===== src/rtl/rdi_stall_sequencer_pkg.sv =====
// Shared types for the RDI stall sequencer: stall FSM encoding, requester
// indices (priority order) and RDI state codes used by the surrounding SM.
package rdi_stall_sequencer_pkg;

  typedef enum logic [1:0] {
    StIdle,
    StReq,
    StAck,
    StGrant
  } stall_state_e;

  // Requester bit positions; lower index wins arbitration.
  typedef enum int unsigned {
    ReqLinkReset = 0,
    ReqRetrain   = 1,
    ReqDisable   = 2,
    ReqL2        = 3,
    ReqL1        = 4
  } stall_req_idx_e;

  typedef enum logic [3:0] {
    RdiReset       = 4'h0,
    RdiActive      = 4'h1,
    RdiActivePmNak = 4'h3,
    RdiL1          = 4'h4,
    RdiL2          = 4'h8,
    RdiLinkReset   = 4'h9,
    RdiLinkError   = 4'ha,
    RdiRetrain     = 4'hb,
    RdiDisabled    = 4'hc
  } rdi_state_e;

  // Index width that never collapses to zero bits.
  function automatic int unsigned id_width(input int unsigned n);
    return (n > 1) ? $clog2(n) : 1;
  endfunction

endpackage


===== src/rtl/rdi_stall_sequencer_if.sv =====
// Stall handshake bundle between the RDI state machine / adapter pins and the
// stall sequencer. master = environment side, slave = sequencer side.
interface rdi_stall_sequencer_if
  import rdi_stall_sequencer_pkg::*;
#(
  parameter int unsigned NUM_REQ = 5
);
  localparam int unsigned ID_W = id_width(NUM_REQ);

  logic [NUM_REQ-1:0] i_req;
  logic               i_lp_stallack;
  logic               o_pl_stallreq;
  logic               o_busy;
  logic [ID_W-1:0]    o_winner_id;
  logic [NUM_REQ-1:0] o_grant;
  logic               o_timeout;

  modport master (
    output i_req, i_lp_stallack,
    input  o_pl_stallreq, o_busy, o_winner_id, o_grant, o_timeout
  );

  modport slave (
    input  i_req, i_lp_stallack,
    output o_pl_stallreq, o_busy, o_winner_id, o_grant, o_timeout
  );

endinterface


===== src/rtl/rdi_stall_sequencer_prio_arb.sv =====
// Combinational fixed-priority encoder: lowest set request index wins.
module rdi_stall_sequencer_prio_arb #(
  parameter int unsigned NUM_REQ = 5,
  parameter int unsigned ID_W    = 3
) (
  input  logic [NUM_REQ-1:0] i_req,
  output logic               o_valid,
  output logic [ID_W-1:0]    o_id
);

  // Scan from the lowest-priority end so the highest-priority hit is written last.
  always_comb begin
    o_valid = |i_req;
    o_id    = '0;
    for (int i = int'(NUM_REQ) - 1; i >= 0; i--) begin
      if (i_req[i]) o_id = ID_W'(i);
    end
  end

endmodule


===== src/rtl/rdi_stall_sequencer.sv =====
// RDI stall handshake owner: arbitrates stall requesters, runs the
// pl_stallreq/lp_stallack handshake and pulses a one-hot grant on completion.
// Optional abort timer enabled by defining STALL_TIMEOUT_EN.
module rdi_stall_sequencer
  import rdi_stall_sequencer_pkg::*;
#(
  parameter int unsigned NUM_REQ     = 5,
  parameter int unsigned TIMEOUT_CYC = 1024
) (
  input logic                 lclk,
  input logic                 sys_rst,
  rdi_stall_sequencer_if.slave stall_bus
);

  localparam int unsigned ID_W = id_width(NUM_REQ);

  stall_state_e       r_state;
  stall_state_e       w_state_d;
  logic [ID_W-1:0]    r_winner;
  logic               r_stallreq;
  logic               r_busy;
  logic [NUM_REQ-1:0] r_grant;
  logic               r_timeout;

  logic               w_arb_valid;
  logic [ID_W-1:0]    w_arb_id;
  logic               w_latch;
  logic               w_abort;
  logic               w_timeout_hit;
  logic [NUM_REQ-1:0] w_winner_onehot;

  rdi_stall_sequencer_prio_arb #(
    .NUM_REQ(NUM_REQ),
    .ID_W   (ID_W)
  ) u_arb (
    .i_req  (stall_bus.i_req),
    .o_valid(w_arb_valid),
    .o_id   (w_arb_id)
  );

`ifdef STALL_TIMEOUT_EN
  localparam int unsigned CNT_W = id_width(TIMEOUT_CYC);
  logic [CNT_W-1:0] r_cnt;

  // Counts REQ cycles; held at zero elsewhere so it is clear on entry to REQ.
  always_ff @(posedge lclk or posedge sys_rst) begin
    if (sys_rst) begin
      r_cnt <= '0;
    end else if (r_state != StReq) begin
      r_cnt <= '0;
    end else begin
      r_cnt <= r_cnt + CNT_W'(1);
    end
  end

  assign w_timeout_hit = (r_cnt == CNT_W'(TIMEOUT_CYC - 1));
`else
  logic w_unused_timeout_cfg;
  assign w_unused_timeout_cfg = (TIMEOUT_CYC == 0);
  assign w_timeout_hit        = 1'b0;
`endif

  assign w_winner_onehot = NUM_REQ'(1) << r_winner;

  // Next-state logic; a stale ack in IDLE holds off arbitration, ack beats timeout.
  always_comb begin
    w_state_d = r_state;
    w_latch   = 1'b0;
    w_abort   = 1'b0;
    case (r_state)
      StIdle: begin
        if (w_arb_valid && !stall_bus.i_lp_stallack) begin
          w_state_d = StReq;
          w_latch   = 1'b1;
        end
      end
      StReq: begin
        if (stall_bus.i_lp_stallack) begin
          w_state_d = StAck;
        end else if (w_timeout_hit) begin
          w_state_d = StIdle;
          w_abort   = 1'b1;
        end
      end
      StAck: begin
        if (!stall_bus.i_lp_stallack) w_state_d = StGrant;
      end
      StGrant: w_state_d = StIdle;
      default: w_state_d = StIdle;
    endcase
  end

  // State, frozen winner and registered outputs decoded from the next state.
  always_ff @(posedge lclk or posedge sys_rst) begin
    if (sys_rst) begin
      r_state    <= StIdle;
      r_winner   <= '0;
      r_stallreq <= 1'b0;
      r_busy     <= 1'b0;
      r_grant    <= '0;
      r_timeout  <= 1'b0;
    end else begin
      r_state    <= w_state_d;
      if (w_latch) r_winner <= w_arb_id;
      r_stallreq <= (w_state_d == StReq);
      r_busy     <= (w_state_d != StIdle);
      r_grant    <= (w_state_d == StGrant) ? w_winner_onehot : '0;
      r_timeout  <= w_abort;
    end
  end

  assign stall_bus.o_pl_stallreq = r_stallreq;
  assign stall_bus.o_busy        = r_busy;
  assign stall_bus.o_winner_id   = r_winner;
  assign stall_bus.o_grant       = r_grant;
  assign stall_bus.o_timeout     = r_timeout;

endmodule


===== src/flat_wrapper.sv =====
// flat-port wrapper written by rule: the top's interface ports become plain ports
module rdi_stall_sequencer_flat import rdi_stall_sequencer_pkg::*;
#(
  parameter int unsigned NUM_REQ     = 5,
  parameter int unsigned TIMEOUT_CYC = 1024
)
  (lclk, sys_rst, stall_bus_i_req, stall_bus_i_lp_stallack, stall_bus_o_pl_stallreq, stall_bus_o_busy, stall_bus_o_winner_id, stall_bus_o_grant, stall_bus_o_timeout);
  rdi_stall_sequencer_if #(.NUM_REQ(NUM_REQ)) stall_bus_i ();
  input logic lclk;
  input logic sys_rst;
  input wire logic [$bits(stall_bus_i.i_req)-1:0] stall_bus_i_req;
  input wire logic [$bits(stall_bus_i.i_lp_stallack)-1:0] stall_bus_i_lp_stallack;
  output wire logic [$bits(stall_bus_i.o_pl_stallreq)-1:0] stall_bus_o_pl_stallreq;
  output wire logic [$bits(stall_bus_i.o_busy)-1:0] stall_bus_o_busy;
  output wire logic [$bits(stall_bus_i.o_winner_id)-1:0] stall_bus_o_winner_id;
  output wire logic [$bits(stall_bus_i.o_grant)-1:0] stall_bus_o_grant;
  output wire logic [$bits(stall_bus_i.o_timeout)-1:0] stall_bus_o_timeout;
  assign stall_bus_i.i_req = stall_bus_i_req;
  assign stall_bus_i.i_lp_stallack = stall_bus_i_lp_stallack;
  assign stall_bus_o_pl_stallreq = stall_bus_i.o_pl_stallreq;
  assign stall_bus_o_busy = stall_bus_i.o_busy;
  assign stall_bus_o_winner_id = stall_bus_i.o_winner_id;
  assign stall_bus_o_grant = stall_bus_i.o_grant;
  assign stall_bus_o_timeout = stall_bus_i.o_timeout;
  rdi_stall_sequencer #(.NUM_REQ(NUM_REQ), .TIMEOUT_CYC(TIMEOUT_CYC)) u_core (.lclk(lclk), .sys_rst(sys_rst), .stall_bus(stall_bus_i));
endmodule

===== config.mk =====
export PLATFORM = sky130hd
export DESIGN_NAME = rdi_stall_sequencer_flat
export DESIGN_NICKNAME = d
export VERILOG_FILES = /design/src/rtl/rdi_stall_sequencer_pkg.sv /design/src/rtl/rdi_stall_sequencer_if.sv /design/src/rtl/rdi_stall_sequencer_prio_arb.sv /design/src/rtl/rdi_stall_sequencer.sv /design/src/flat_wrapper.sv
export SDC_FILE = /design/constraint.sdc
export NUM_CORES = 1
export LEC_CHECK = 0
export BUFFER_PORTS_ARGS = -buffer_cell sky130_fd_sc_hd__clkbuf_2
export CORE_AREA = 5 5 42 44
export DETAILED_ROUTE_END_ITERATION = 6
export DIE_AREA = 0 0 47 49
export PLACE_DENSITY = 0.7
export SYNTH_ARGS = -nofsm -noshare
export SYNTH_HDL_FRONTEND = slang
export SYNTH_SLANG_ARGS = --single-unit

===== constraint.sdc =====
create_clock -name lclk -period 1.2 [get_ports lclk]
set_input_delay 0.12 -clock lclk [delete_from_list [all_inputs] [get_ports lclk]]
set_output_delay 0.12 -clock lclk [all_outputs]
set_load 0.1 [all_outputs]

==> results of run 1 <==
## cell type report
type                       instances  area share (%)
inverter                           1          0.4202
tap                               16           2.241
multi-input combinational         31           26.19
clock buffer                       4           4.062
timing repair buffer              23           32.07
sequential                        12           35.01
## kinds of logic after synthesis
family	share of synthesized area, %
DFF	60.00
AOI/OAI and AO/OA	11.75
other	0.7493
buffers and inverters	2.250
and+or+nand+nor	25.26
## final timing paths
check                                             from                                     endpoint  depth (start not counted)
max                        u_core.r_state[0]$_DFF_PP0_        u_core.stall_bus.o_grant[4]$_DFF_PP0_                          3
min                                 stall_bus_i_req[0]  u_core.stall_bus.o_winner_id[0]$_DFFE_PP0P_                          2
max reg2reg                u_core.r_state[0]$_DFF_PP0_        u_core.stall_bus.o_grant[4]$_DFF_PP0_                          3
min reg2reg                u_core.r_state[1]$_DFF_PP0_     u_core.stall_bus.o_pl_stallreq$_DFF_PP0_                          1
max in group asynchronous                      sys_rst  u_core.stall_bus.o_winner_id[0]$_DFFE_PP0P_                          3
min in group asynchronous                      sys_rst     u_core.stall_bus.o_pl_stallreq$_DFF_PP0_                          3
## placed cells by master (no fill, tap or decap), drive strengths merged, types with 2 or more instances in the layout
cell,n
o21ai,3
clkbuf,11
buf,15
nor2,4
nor3,5
dfrtp,12
nand2,2
a21oi,3
## power groups by stage
stage | Sequential (mW) | Clock [mW] | Combinational, mW
2_1_floorplan | 0.847 | 0 | 0.108
3_3_place_gp | 0.552 | 0 | 0.678
3_5_place_dp | 0.556 | 0 | 0.682
4_1_cts | 0.557 | 0.334 | 0.704
5_1_grt | 0.568 | 0.358 | 0.745
6_report | 0.558 | 0.322 | 0.715
## worst max-delay path, cell delays in order (launching register included)
cell and delay [ns]:
dfrtp_1 0.42, nand2b_4 0.16, or3_4 0.39, nor3b_2 0.17
## through the flow
| stage | utilization (%) | setup TNS, ns | total power, mW |
|---|---|---|---|
| finish | 63.75 | -0.02404 | 1.595 |
| CTS | 62.86 | -0.006826 | 1.596 |
| detailed placement | 57.95 | -0.05206 | 1.238 |
| global placement | 57.95 | 0 | 1.230 |
| global route | 63.75 | -0.1329 | 1.671 |
| floorplan | - | -0.06651 | 0.9558 |
## per-layer routing
layer | global-route usage (%) | vias up | wire length (um)
li1 | - | 210 | -
met1 | 14.25 | 213 | 429
met2 | 18.10 | 17 | 620
met3 | 3.321 | 2 | 66
met4 | 11.06 | 0 | 23
met5 | 0 | - | 0
## sequential cells by signal (all words and copies together) (netlist names)
| signal | flops |
|---|---|
| u_core.stall_bus.o_busy | 1 |
| u_core.stall_bus.o_winner_id | 3 |
| u_core.stall_bus.o_grant | 5 |
| u_core.r_state | 2 |
| u_core.stall_bus.o_pl_stallreq | 1 |
## what timing repair did
action,CTS,global route
hold buffers,1,0
gates resized for setup,5,3
endpoints found under the hold margin,12,0
endpoints found under the setup margin,2,7
==> flow_summary.json, run 1 <==
{
  "yosysMostFrequentCell": "dfrtp_1",
  "violations": "setup timing",
  "die_h_um": 49,
  "fin_crit_ns": 1.224,
  "cts_max_level": 1,
  "synth_area_um2": 500.5,
  "fin_area_um2": 893.4,
  "port_buffers": 17,
  "finalSetupViolCount": 1,
  "fin_nets": 80,
  "multi_input_area_um2": 234.0,
  "ant_nets": 0,
  "ys_types": 24,
  "wl_per_cell_um": 13.10,
  "whs_ns": 0.04537,
  "fin_worst_skew_ns": 0.01095,
  "synth_top_area_share_pct": 60.00,
  "end_kind": "flop",
  "cts_tree": "built",
  "grt_pass1_wl_um": 1973,
  "pwr-share-seq_pct": 35.0,
  "dr_total_vias": 442,
  "vias_per_cell": 5.080,
  "numCtsBuffers": 3,
  "grt_pass1_vias": 463,
  "drv_cap": 0,
  "area_delta_synth_final_pct": 78.50,
  "drtIter0Drc": 9,
  "setup_ws_ns": -0.02404,
  "num_antenna_cells": 0,
  "dieWidth_um": 47,
  "crit_path_start_kind": "flop",
  "comb_power_share_pct": 44.8,
  "rows": 14,
  "dp.cells": 82,
  "path_class": "reg -> reg",
  "critPathRequiredTime_ns": 1.39,
  "postCtsSetupBuffers": 0,
  "placed_cell_area_um2": 812.0,
  "synth_common_cells": "dfrtp_1 (12), nor2_1 (4), nor3_1 (4)",
  "start_util_pct": 35.71,
  "fillers": 124,
  "coreArea_mm2": 0.001401,
  "drive_gt1_share_pct": 57.75,
  "p_leak_nw": 0.4027,
  "clk_transition_reported_paths_ns": 0.08,
  "antenna_found_initial": 0,
  "maxSlewViolCount": 0,
  "synth_ff_type": "dfrtp_1",
  "layoutNonFillerInstCount": 87,
  "synth_edf_count": 0,
  "syn_inst": 45,
  "synth_area_per_cell_um2": 11.12,
  "status": "complete, but fails checks",
  "syn_nets": 53,
  "synthesis.yosys.warnings": 0,
  "max_freq_ghz": 0.8170,
  "vdd_drop_max_v": 0.001391,
  "die_area_mm2": 0.002303,
  "worstPathMaxFanout": 4,
  "rsz0062_at_grt": "yes",
  "cts_sinks": 12,
  "synth-seq-cells": 12,
  "dp_hpwl_um": 827.1,
  "register_area_um2": 312.8,
  "async_flop_share_pct": 100.0,
  "crit_arrival_ns": 1.41,
  "root_buffer": "clkbuf_4",
  "p_per_area_mw_per_mm2": 1785,
  "globalplace.congestion": 0.7070,
  "swShare_pct": 41.27,
  "ioPinCount": 19,
  "cts_buffer_depth": 2,
  "p_int_mw": 0.9367,
  "grt_usage_pct": 12.50,
  "finalCritPeriodShare_pct": 102.0,
  "synth_top_cell_by_area": "dfrtp_1",
  "synth_seq_area_share_pct": 60.00,
  "hold_viol_final": 0,
  "synthTopCellsByArea": "dfrtp_1 (60%), nor3_1 (4.0%), a21oi_1 (3.0%)",
  "power_frac_clock_pct": 20.2,
  "hold_path.class": "in -> reg",
  "drt_first_pass_iters": 4,
  "grt_max_degree": 13,
  "wirelength_um": 1140,
  "power.switching_mw": 0.6583,
  "route.detailed.drc": 0,
  "dpl_worst_slack_ns": -0.05206,
  "rrSetupSlack_ns": -0.02,
  "clkLatencyLatePin_ns": 0.27,
  "overflow": 0
}
No activity file was read; power rests on OpenSTA's default activity.
==> run 2: changes to the inputs <==
- CORE_AREA: 5 5 42 44 -> not set
- CORE_MARGIN: not set -> 5
- CORE_UTILIZATION: not set -> 41
- DIE_AREA: 0 0 47 49 -> not set
- PLACE_DENSITY: 0.7 -> 0.74
- SYNTH_HIERARCHICAL: not set -> 1
==> flow_summary.json, run 2 <==
{
  "power.switching_mw": 0.6097,
  "port_buffers": 17,
  "synth_top_area_share_pct": 54.79,
  "ioPinCount": 19,
  "synth_common_cells": "dfrtp_1 (12), nand2b_1 (5), nor2_1 (5)",
  "drtIter0Drc": 7,
  "cts_max_level": 1,
  "fin_worst_skew_ns": 0.003546,
  "top_layer": "met4",
  "dp.cells": 86,
  "hold_path.class": "in -> reg",
  "drv_cap": 0,
  "root_buffer": "clkbuf_4",
  "status": "complete, but fails checks",
  "fin_nets": 87,
  "ys_types": 20,
  "layout_commonest_cell": "buf_12",
  "grt_pass1_vias": 436,
  "dp_hpwl_um": 906.3,
  "layoutNonFillerInstCount": 93,
  "crit_path_start_kind": "flop",
  "drt-met1-wl_um": 449,
  "p_int_mw": 0.9355,
  "largest_reg_flops": 5,
  "synth_ff_type": "dfrtp_1",
  "synth-seq-cells": 12,
  "swShare_pct": 39.46,
  "cts_sinks": 12,
  "wl_per_cell_um": 12.58,
  "p_per_area_mw_per_mm2": 1621,
  "syn_inst": 48,
  "grt_pass1_wl_um": 2001,
  "synthTopCellsByArea": "dfrtp_1 (55%), nand2b_1 (5.7%), nor4b_4 (4.3%)",
  "fin_area_um2": 953.4,
  "grt_max_degree": 13,
  "worstPathMaxFanout": 3,
  "rows": 13,
  "synth_area_um2": 548.0,
  "wirelength_um": 1170,
  "p_leak_nw": 0.4372,
  "crit_arrival_ns": 1.42,
  "die_h_um": 46.56,
  "rsz0062_at_grt": "yes",
  "synthesis.yosys.warnings": 6,
  "fin_crit_ns": 1.262,
  "finalCritPeriodShare_pct": 105.2,
  "finish.utilization_pct": 74.20,
  "violations": "setup timing",
  "clk_transition_reported_paths_ns": 0.07,
  "syn_nets": 56,
  "yosysMostFrequentCell": "dfrtp_1",
  "fillers": 89,
  "placed_cell_area_um2": 854.6,
  "power_frac_clock_pct": 20.5,
  "numCtsBuffers": 3,
  "start_util_pct": 42.65,
  "dieWidth_um": 46.56,
  "coreArea_mm2": 0.001285,
  "dr_total_vias": 464,
  "antenna_found_initial": 0,
  "cts_buffer_depth": 2,
  "setup_ws_ns": -0.06230,
  "path_class": "reg -> reg",
  "wl_met3_um": 80,
  "synth_top_cell_by_area": "dfrtp_1",
  "cts_tree": "built",
  "drive_gt1_share_pct": 56.41,
  "maxSlewViolCount": 0,
  "register_area_um2": 307.8,
  "dr_wl_met2_um": 579,
  "vdd_drop_max_v": 0.001046,
  "multi_input_area_um2": 255.2,
  "layout_common_cells": "buf_12 (10), buf_4 (9), dfrtp_1 (8)",
  "route.detailed.drc": 0,
  "num_antenna_cells": 0,
  "overflow": 0,
  "clkLatencyLatePin_ns": 0.27,
  "area_delta_synth_final_pct": 73.97,
  "vias_per_cell": 4.989,
  "synth_edf_count": 0,
  "hold_viol_final": 0,
  "finalSetupViolCount": 3,
  "total_power_mw": 1.545,
  "critPathRequiredTime_ns": 1.36,
  "ant_nets": 0,
  "grt_usage_pct": 14.53,
  "dpl_worst_slack_ns": -0.1151,
  "die_area_mm2": 0.002168,
  "max_freq_ghz": 0.7922,
  "synth_seq_area_share_pct": 54.79,
  "synth_area_per_cell_um2": 11.42,
  "globalplace.congestion": 0.7548,
  "end_kind": "flop",
  "comb_power_share_pct": 45.9,
  "pwr-share-seq_pct": 33.7,
  "drt_first_pass_iters": 2,
  "async_flop_share_pct": 100.0
}
run 2: cell count changes in the layout (fill, tap and decap cells not counted), moves of 2 or more:
| cell | delta |
|---|---|
| buf_4 | +5 |
| dfrtp_2 | +2 |
| dfrtp_4 | -2 |
| inv_1 | +2 |
| mux2_4 | +3 |
| nand2_1 | -2 |
| nand2b_1 | +4 |
| nor4_2 | +2 |
run 2: cell families after synthesis:
group	after synthesis	share of synthesized area (%)
flip-flops	12	54.79
buffers and inverters	5	5.480
other	1	0.6843
AND/OR/NAND/NOR	24	30.14
AO/OA/AOI/OAI	3	2.739
multiplexers	3	6.164
run 2: final timing paths:
kind	start	endpoint	slack, ns	cells past startpoint
min in group asynchronous	sys_rst	u_core/stall_bus.o_grant[2]$_DFF_PP0_	0.37	3
min	stall_bus_i_req[4]	u_core/stall_bus.o_winner_id[2]$_DFFE_PP0P_	0.19	3
max reg2reg	u_core/r_state[1]$_DFF_PP0_	u_core/stall_bus.o_winner_id[1]$_DFFE_PP0P_	-0.06	2
max	u_core/r_state[1]$_DFF_PP0_	u_core/stall_bus.o_winner_id[1]$_DFFE_PP0P_	-0.06	2
max in group asynchronous	sys_rst	u_core/stall_bus.o_winner_id[0]$_DFFE_PP0P_	0.50	3
min reg2reg	u_core/stall_bus.o_winner_id[2]$_DFFE_PP0P_	u_core/stall_bus.o_grant[1]$_DFF_PP0_	0.56	1
run 2: metrics by stage:
step / setup TNS, ns / hold slack (ns)
3_3_place_gp: -0.06874 / 0.1207
4_1_cts: -0.2125 / 0.1867
3_5_place_dp: -0.3078 / 0.1239
2_1_floorplan: -0.1741 / -0.01548
6_report: -0.1613 / 0.1923
5_1_grt: -0.2570 / 0.1814
run 2: repair_timing:
item / CTS / global route
endpoints found under the hold margin: 12 / 0
setup endpoints to repair: 4 / 6
setup buffers: 1 / 1
hold buffers: 1 / 0
pin swaps: 1 / 1
cloned: 0 / 0
gates resized for setup: 4 / 4
run 2: layout make-up:
class / count / share of cell area (%)
tap: 15 / 1.969
inverter: 3 / 1.181
clock buffer: 4 / 3.806
sequential: 12 / 32.28
multi-input combinational: 31 / 26.77
timing repair buffer: 28 / 33.99
run 2: power groups by stage:
stage | sequential, mW | clock, mW | combinational, mW
3_3_place_gp | 0.516 | 0 | 0.630
6_report | 0.520 | 0.316 | 0.709
3_5_place_dp | 0.521 | 0 | 0.637
4_1_cts | 0.516 | 0.327 | 0.673
2_1_floorplan | 0.778 | 0 | 0.121
5_1_grt | 0.527 | 0.357 | 0.734
run 2: routing by layer:
layer / GRT usage [%] / vias to the layer above
li1: - / 222
met1: 15.42 / 214
met2: 21.98 / 21
met3: 5.078 / 7
met4: 13.64 / 0
met5: 0 / -
run 2: worst max-delay path, stage by stage, from the launching register on:
cell and delay [ns]:
dfrtp_2 0.42, nor4b_4 0.39, mux2_4 0.34
